File: src/rtl/stuff_bit_engine_pkg.sv
// Shared types and constants for the bit-stuffing engine.
package stuff_pkg;

  typedef enum logic [1:0] {
    COUNT = 2'd0,
    STUFF = 2'd1,
    ERR   = 2'd2
  } stuff_state_t;

  localparam logic MODE_TX = 1'b0;
  localparam logic MODE_RX = 1'b1;

  localparam int RUN_LEN_MIN = 2;
  localparam int RUN_LEN_MAX = 15;

endpackage

File: src/rtl/stuff_bit_engine_if.sv
// Bit-time strobe, data, mode and status bundle between link logic and the stuffing engine.
interface stuff_bit_engine_if #(
  parameter int RUN_LEN = 6,
  parameter int CNT_W   = 8
);
  localparam int RC_W = $clog2(RUN_LEN + 1);

  logic             shift_enable;
  logic             d_orig;
  logic             mode;
  logic             clear;
  logic             bit_stuff;
  logic             stuff_err;
  logic [CNT_W-1:0] stuff_count;
  logic [RC_W-1:0]  run_cnt;

  modport master (
    output shift_enable, d_orig, mode, clear,
    input  bit_stuff, stuff_err, stuff_count, run_cnt
  );

  modport slave (
    input  shift_enable, d_orig, mode, clear,
    output bit_stuff, stuff_err, stuff_count, run_cnt
  );
endinterface

File: src/rtl/stuff_bit_engine_sat_counter.sv
// Saturating event counter with synchronous clear; holds at all-ones instead of wrapping.
module sat_counter #(
  parameter int W = 8
) (
  input  logic         clk,
  input  logic         n_rst,
  input  logic         clr,
  input  logic         inc,
  output logic [W-1:0] count
);

  always_ff @(posedge clk or negedge n_rst) begin
    if (!n_rst) begin
      count <= '0;
    end else if (clr) begin
      count <= '0;
    end else if (inc && (count != {W{1'b1}})) begin
      count <= count + 1'b1;
    end
  end

endmodule

File: src/rtl/stuff_bit_engine.sv
// Bit-stuffing controller: counts runs of 1s, flags a stuff slot, inserts (TX) or checks (RX) it.
module stuff_bit_engine
  import stuff_pkg::*;
#(
  parameter int RUN_LEN = 6,
  parameter int CNT_W   = 8
) (
  input  logic               clk,
  input  logic               n_rst,
  stuff_bit_engine_if.slave  bus
);

  localparam int              RC_W    = $clog2(RUN_LEN + 1);
  localparam logic [RC_W-1:0] RUN_MAX = RC_W'(RUN_LEN);

  if (RUN_LEN < RUN_LEN_MIN || RUN_LEN > RUN_LEN_MAX) begin : g_bad_run_len
    $error("stuff_bit_engine: RUN_LEN out of range");
  end

  stuff_state_t    state, state_nxt;
  logic [RC_W-1:0] run, run_nxt;
  logic            slot_done;

  always_comb begin
    state_nxt = state;
    run_nxt   = run;
    slot_done = 1'b0;
    if (bus.clear) begin
      state_nxt = COUNT;
      run_nxt   = '0;
    end else if (bus.shift_enable) begin
      case (state)
        COUNT: begin
          if (!bus.d_orig) begin
            run_nxt = '0;
          end else if (run == RUN_MAX - 1'b1) begin
            run_nxt   = RUN_MAX;
            state_nxt = STUFF;
          end else begin
            run_nxt = run + 1'b1;
          end
        end
        STUFF: begin
          // The slot bit itself never seeds the next run.
          if (bus.mode == MODE_TX || !bus.d_orig) begin
            run_nxt   = '0;
            state_nxt = COUNT;
            slot_done = 1'b1;
          end else begin
            state_nxt = ERR;
          end
        end
        ERR: begin
          state_nxt = ERR;
        end
        default: begin
          state_nxt = COUNT;
          run_nxt   = '0;
        end
      endcase
    end
  end

  always_ff @(posedge clk or negedge n_rst) begin
    if (!n_rst) begin
      state <= COUNT;
      run   <= '0;
    end else begin
      state <= state_nxt;
      run   <= run_nxt;
    end
  end

  sat_counter #(.W(CNT_W)) u_stuff_cnt (
    .clk   (clk),
    .n_rst (n_rst),
    .clr   (bus.clear),
    .inc   (slot_done),
    .count (bus.stuff_count)
  );

  assign bus.bit_stuff = (state == STUFF);
  assign bus.stuff_err = (state == ERR);
  assign bus.run_cnt   = run;

endmodule

File: src/flat_wrapper.sv
// flat-port wrapper written by rule: the top's interface ports become plain ports
module stuff_bit_engine_flat import stuff_pkg::*;
#(
  parameter int RUN_LEN = 6,
  parameter int CNT_W   = 8
)
  (clk, n_rst, bus_shift_enable, bus_d_orig, bus_mode, bus_clear, bus_bit_stuff, bus_stuff_err, bus_stuff_count, bus_run_cnt);
  stuff_bit_engine_if #(.RUN_LEN(RUN_LEN), .CNT_W(CNT_W)) bus_i ();
  input  logic clk;
  input  logic n_rst;
  input wire logic [$bits(bus_i.shift_enable)-1:0] bus_shift_enable;
  input wire logic [$bits(bus_i.d_orig)-1:0] bus_d_orig;
  input wire logic [$bits(bus_i.mode)-1:0] bus_mode;
  input wire logic [$bits(bus_i.clear)-1:0] bus_clear;
  output wire logic [$bits(bus_i.bit_stuff)-1:0] bus_bit_stuff;
  output wire logic [$bits(bus_i.stuff_err)-1:0] bus_stuff_err;
  output wire logic [$bits(bus_i.stuff_count)-1:0] bus_stuff_count;
  output wire logic [$bits(bus_i.run_cnt)-1:0] bus_run_cnt;
  assign bus_i.shift_enable = bus_shift_enable;
  assign bus_i.d_orig = bus_d_orig;
  assign bus_i.mode = bus_mode;
  assign bus_i.clear = bus_clear;
  assign bus_bit_stuff = bus_i.bit_stuff;
  assign bus_stuff_err = bus_i.stuff_err;
  assign bus_stuff_count = bus_i.stuff_count;
  assign bus_run_cnt = bus_i.run_cnt;
  stuff_bit_engine #(.RUN_LEN(RUN_LEN), .CNT_W(CNT_W)) u_core (.clk(clk), .n_rst(n_rst), .bus(bus_i));
endmodule
File: config.mk
export PLATFORM = sky130hd
export DESIGN_NAME = stuff_bit_engine_flat
export DESIGN_NICKNAME = d
export VERILOG_FILES = /design/src/rtl/stuff_bit_engine_pkg.sv /design/src/rtl/stuff_bit_engine_if.sv /design/src/rtl/stuff_bit_engine_sat_counter.sv /design/src/rtl/stuff_bit_engine.sv /design/src/flat_wrapper.sv
export SDC_FILE = /design/constraint.sdc
export NUM_CORES = 1
export LEC_CHECK = 0
export ABC_AREA = 0
export CAP_MARGIN = 30
export CORE_MARGIN = 2
export CORE_UTILIZATION = 43
export DETAILED_ROUTE_END_ITERATION = 8
export PLACE_DENSITY = 0.72
export RECOVER_POWER = 25
export SYNTH_ARGS = -nofsm -noshare
export SYNTH_HDL_FRONTEND = slang
export SYNTH_HIERARCHICAL = 1
export SYNTH_SLANG_ARGS = --single-unit
File: constraint.sdc
create_clock -name clk -period 1.49 [get_ports clk]
set_input_delay 0.149 -clock clk [delete_from_list [all_inputs] [get_ports clk]]
set_output_delay 0.149 -clock clk [all_outputs]
set_load 0.05 [all_outputs]
Yosys cells after proc, flatten, opt, wreduce, memory -nomap -nowiden
Cells that the tools add are included.
{ "word_totals": {"mem_bits_ro": 0, "input_bits": 6, "ff_bits": 13, "mem_count": 0, "word_cells": 40, "ramBits": 0, "latch_bits": 0, "output_inout_bits": 13} }
{ "op_classes": {"eq_ne": 8, "n_addsub": 2, "n_mux": 18, "n_div": 0, "mul": 0, "reduce_logical": 8, "shift": 0, "order_cmp": 0, "bitwise_logic": 1} }
{ "ops": {"columns": ["op", "count"], "rows": [
  ["2-to-1 mux 8 bit", 2],
  ["2-to-1 mux 3 bit", 5],
  ["2-to-1 mux 2 bit", 5],
  ["one-hot mux 3 bit (3 select lines)", 1],
  ["adder 8 x 1 -> 8 bit, second input constant", 1],
  ["inequality test 8 bit, second input constant", 1],
  ["inequality test 3 x 2 -> 1 bit, second input constant", 2],
  ["one-hot mux 2 bit (3 select lines)", 1],
  ["AND reduction 3 bit", 2],
  ["2-to-1 mux 1 bit", 4],
  ["nonzero test 2 bit", 2],
  ["adder 3 x 1 -> 3 bit, second input constant", 1],
  ["equality test 3 bit, second input constant", 1],
  ["inequality test 3 bit, second input constant", 1],
  ["equality test 2 x 1 -> 1 bit, second input constant", 1],
  ["equality test 2 bit, second input constant", 1],
  ["zero test 2 bit", 1],
  ["inequality test 2 bit, second input constant", 1],
  ["logical AND 1 bit", 1],
  ["zero test 1 bit", 1],
  ["logical OR 1 bit", 1],
  ["NOT 1 bit", 1]
]} }

Depth between registers and ports, before layout
{ "logic_depth": {"ltp_word": 9, "ltp_mapped": 7, "mapped_depth_nobuf": 6} }

By module
The synthesis kept the hierarchy.
{ "by_module_without_submodules": {"columns": ["mod", "area_each_um2", "cells_each", "instances", "seq_area_each_um2"], "rows": [
  ["sat_counter", 464.2, 49, 1, 200.2],
  ["stuff_bit_engine", 317.8, 34, 1, 125.1]
]} }

Worst setup path before layout
No wires, ideal clock.
{ "synth_path": {"path_type": "register to register", "from": "register u_core.state[0]", "to": "register u_core.u_stuff_cnt.count[7]", "stages_incl_launch_ff": 8, "t_arrival_ns": 2.236, "period_less_slack_ns": 2.330, "n_path_buf": 1, "path_slack_ns": -0.840, "cell_sequence": "dfrtp_1 > nor2b_1 > nand2_1 > nor3_1 > buf_2 > nand3_1 > or3_1 > a211oi_1"} }
{ "synth_via": {"elab_chain_len": 6} }
{ "synth_lines": {"columns": ["element", "line_no", "source"], "rows": [
  ["start, declared", "stuff_bit_engine.sv:20", "stuff_state_t state, state_nxt;"],
  ["start signal, assigned", "stuff_bit_engine.sv:69", "state <= state_nxt;"],
  ["equality test 2 x 1 -> 1 bit", null, null],
  ["named net bus_bit_stuff", "flat_wrapper.sv:15", "output wire logic [$bits(bus_i.bit_stuff)-1:0] bus_bit_stuff;"],
  ["2-to-1 mux 1 bit", "stuff_bit_engine.sv:32", "case (state)"],
  ["2-to-1 mux 1 bit", "stuff_bit_engine.sv:31", "end else if (bus.shift_enable) begin"],
  ["2-to-1 mux 1 bit", "stuff_bit_engine.sv:28", "if (bus.clear) begin"],
  ["named net u_core.slot_done", "stuff_bit_engine.sv:22", "logic slot_done;"],
  ["logical AND 1 bit", "stuff_bit_engine_sat_counter.sv:17", "end else if (inc && (count != {W{1'b1}})) begin"],
  ["nonzero test 2 bit (no source line)", null, null],
  ["end signal, assigned", "stuff_bit_engine_sat_counter.sv:18", "count <= count + 1'b1;"],
  ["end, declared", "stuff_bit_engine_sat_counter.sv:9", "output logic [W-1:0] count"]
]} }
The timed path passes the listed nets, and every way through them passes these cells.
A chain may end at the register's enable or synchronous reset.

Final worst setup path
{ "layout_path": {"from": "register u_core.state[1]", "to": "register u_core.u_stuff_cnt.count[7]"} }
{ "layout_via": {"elab_chain_len": 6} }
{ "layout_lines": {"columns": ["element", "line_no"], "rows": [
  ["equality test 2 x 1 -> 1 bit", "stuff_bit_engine.sv:32"],
  ["2-to-1 mux 1 bit", "stuff_bit_engine.sv:32"],
  ["2-to-1 mux 1 bit", "stuff_bit_engine.sv:31"],
  ["2-to-1 mux 1 bit", "stuff_bit_engine.sv:28"],
  ["named net u_core.slot_done", "stuff_bit_engine.sv:22"],
  ["logical AND 1 bit", "stuff_bit_engine_sat_counter.sv:17"],
  ["nonzero test 2 bit (no source line)", null]
]} }
The timed path passes the listed nets, and every way through them passes these cells.

==> flow_summary_export.csv <==
group,metric,value,unit
timing,setup_viol,10,
place,place.gp.congestion,0.755,
yosys,synth-seq-cells,13,
timing,hold_viol,0,
cts,htreeDepth,1,
timing,relSlewSlack,51.6,%
status,violations,"negative setup slack",
yosys,synth-seq-area-share,41.6,%
timing,tightest_slew,726,ps
timing,finalSetupTns,-507,ps
timing,timing.final.ws_setup,-97.9,ps
route,vias,798,
die,die_y,46.6,um
yosys,syn_inst,83,
timing,drv_slew,0,
yosys,ys_async_sr_fraction,100,%
yosys,syn-num-nets,92,
cts,clock_path_buffers,2,
route,ant_nets,0,
die,rows,15,
place,place_ws,-320,ps
die,start_util,45.3,%
place,dp_hpwl,1440,um
grt,antenna_found_initial,0,
finish,final_cells,151,
yosys,synth_top_area_cell,"dfrtp_1",
grt,grt_pass1_wl,3300,um
route,via_per_inst,5.28,
route,drt_iter0_markers,8,
yosys,synth_edf_count,0,
route,drc,0,
route,first_pass_iters,4,
setup_path,crit_path_end,"u_core/u_stuff_cnt/count[7]",
setup_path,crit_chain,"nor2b_4 -> nand2_2 -> nor3_2 -> buf_4 -> nand3_2 -> or3_1 -> a211oi_2",
worst_hold_path,hold_class,"primary input to asynchronous set/reset pin",
timing,fin_crit_sh,107,%
yosys,synth_cell_types,32,
timing,max_freq,630,MHz
grt,grt_usage,21.5,%
setup_path,criticalPathCategory,"flip-flop to flip-flop",
yosys,yosys_warnings,6,
place,port_buffers,18,
setup_path,crit_required,1680,ps
setup_path,r2r_cells,7,
setup_path,rrSetupSlack,-100,ps
yosys,yosysTopAreaCellShare,41.6,%
die,core_area,0.00173,mm2
finish,area_delta_synth_final,65.4,%
finish,n_antenna_cell,0,
setup_path,critPathMaxStageDelay,420,ps
finish,drive_gt1_share,47.6,%
setup_path,r2r-start,"u_core/state[1]",
setup_path,crit_arrival,1780,ps
yosys,synth.most_common_cell,"dfrtp_1",
grt,grt_pass1_vias,756,
die,die_area,0.00218,mm2
yosys,syn_area_per_cell,9.42,um2
yosys,syn_area,782,um2
setup_path,reg2reg_to,"u_core/u_stuff_cnt/count[7]",
cts,cts_tree,"built",
setup_path,cpMaxStageDelayCell,"dfrtp_1",
timing,finalCriticalPeriod,1590,ps
route,postRouteWirelength,2010,um
cts,cts_buffers,3,
timing,clock_skew,3.81,ps
finish,utilization,74.9,%
setup_path,start_kind,"flip-flop",
cts,hold_buffers,0,
setup_path,crit_path_start,"u_core/state[1]",
cts,clock-sinks,13,
timing,grt_setup_unrepaired,"true",
pwr,irDropWorstVdd,0.000504,V
yosys,yosys-top-cells-count,"13 x dfrtp_1, 6 x inv_1, 6 x nand2_1, 5 x a21oi_1, 5 x nor3_1",
die,die_w,46.6,um
cts,cts_root_buffer,"clkbuf_4",
die,ioPinCount,19,
setup_path,crit_path_end_kind,"flip-flop",
job,cap_viol_max_count,0,
yosys,synth_area_leaders,"dfrtp_1 42%, ha_1 4.8%, mux2_2 4.3%",
finish,nNetsFinal,136,
grt,grt_max_degree,14,
pwr,p_per_area,514,mW/mm2
yosys,synth_flop_cell,"dfrtp_1",
route,wl_per_cell,13.3,um
pwr,power_leakage,0.586,nW
place,dp_cells,143,
cts,path_clk_slew,80,ps
status,status,"complete, but fails checks",
setup_path,critPathMaxFanout,4,
cts,clock_latency,280,ps
grt,grt-ovfl-total,0,
flip-flops by register name, summed over array words and instances (netlist names):
name                      flops
u_core/bus.run_cnt            3
u_core/state                  2
u_core/u_stuff_cnt/count      8
metal layers:
layer,wire length (um),part of all wire (%),vias to the layer above,track usage [%]
met1,952,47,391,27.5
met5,0,0,-,0
met2,985,49,18,37.8
met3,68,3.4,0,5.88
met4,0,0,0,1.67
li1,-,-,389,-
logic make-up (layout without fill, tap and decap cells):
kind of cell | after synthesis | after routing | share of synthesized area [%]
compound gates | 16 | 16 | 13.6
fa+ha+maj | 3 | 3 | 4.80
buf+inv | 8 | 51 | 4.00
flops | 13 | 13 | 41.6
mux | 5 | 5 | 7.04
simple gates | 38 | 38 | 29.0
worst min path at each step:
| stage | endpoint | slack, ps | cells past startpoint |
|---|---|---|---|
| global placement | u_core/state[0] | 470 | 2 |
| floorplan | u_core/bus.run_cnt[0] | -150 | 0 |
| finish | u_core/u_stuff_cnt/count[3] | 440 | 2 |
| detailed placement | u_core/state[0] | 490 | 2 |
| global route | u_core/state[0] | 500 | 2 |
| CTS | u_core/u_stuff_cnt/count[5] | 170 | 2 |
repair_timing:
item / 4_1_cts / 5_1_grt
pin swaps: 2 / 1
resized for setup: 5 / 9
buffers inserted: 2 / 2
setup endpoints to repair: 7 / 12
where the power goes:
part           leakage [nW]  internal [mW]  total (mW)  switching, mW
Combinational         0.391         0.0392      0.0893         0.0501
Sequential            0.177          0.356       0.361        0.00490
Clock                0.0177         0.0996       0.214          0.114
through the flow:
stage | hold slack [ps] | power [mW] | area, um2
4_1_cts | 175 | 0.679 | 1250
5_1_grt | 503 | 0.700 | 1290
2_1_floorplan | -147 | 0.409 | 815
3_3_place_gp | 474 | 0.455 | 1170
6_report | 440 | 0.665 | 1290
3_5_place_dp | 485 | 0.456 | 1170
critical path, delay by kind of cell, from the launching register on:
kind	cells	cell delay (ps)
flip-flops	1	420
buffers and inverters	1	160
AND/OR/NAND/NOR	5	740
AO/OA/AOI/OAI	1	180
cell type report:
| type | instances | area (um2) |
|---|---|---|
| inverter | 6 | 22.5 |
| clock buffer | 3 | 22.5 |
| sequential | 13 | 328 |
| clock inverter | 1 | 5.00 |
| multi-input combinational | 62 | 510 |
| tap | 25 | 31.3 |
| timing repair buffer | 41 | 374 |
| fill | 134 | 433 |
cell usage in the layout (no fill, tap or decap), types with 3 or more instances in the layout:
| master | instances |
|---|---|
| buf_12 | 4 |
| a21oi_1 | 5 |
| nand2_1 | 5 |
| inv_1 | 5 |
| clkdlybuf4s50_1 | 4 |
| nand4_1 | 3 |
| nor2_1 | 4 |
| buf_4 | 29 |
| nand2b_1 | 3 |
| ha_1 | 3 |
| nor3_2 | 3 |
| nor2b_1 | 3 |
| clkbuf_4 | 3 |
| dfrtp_1 | 11 |
Power figures use the tool's default switching activity.
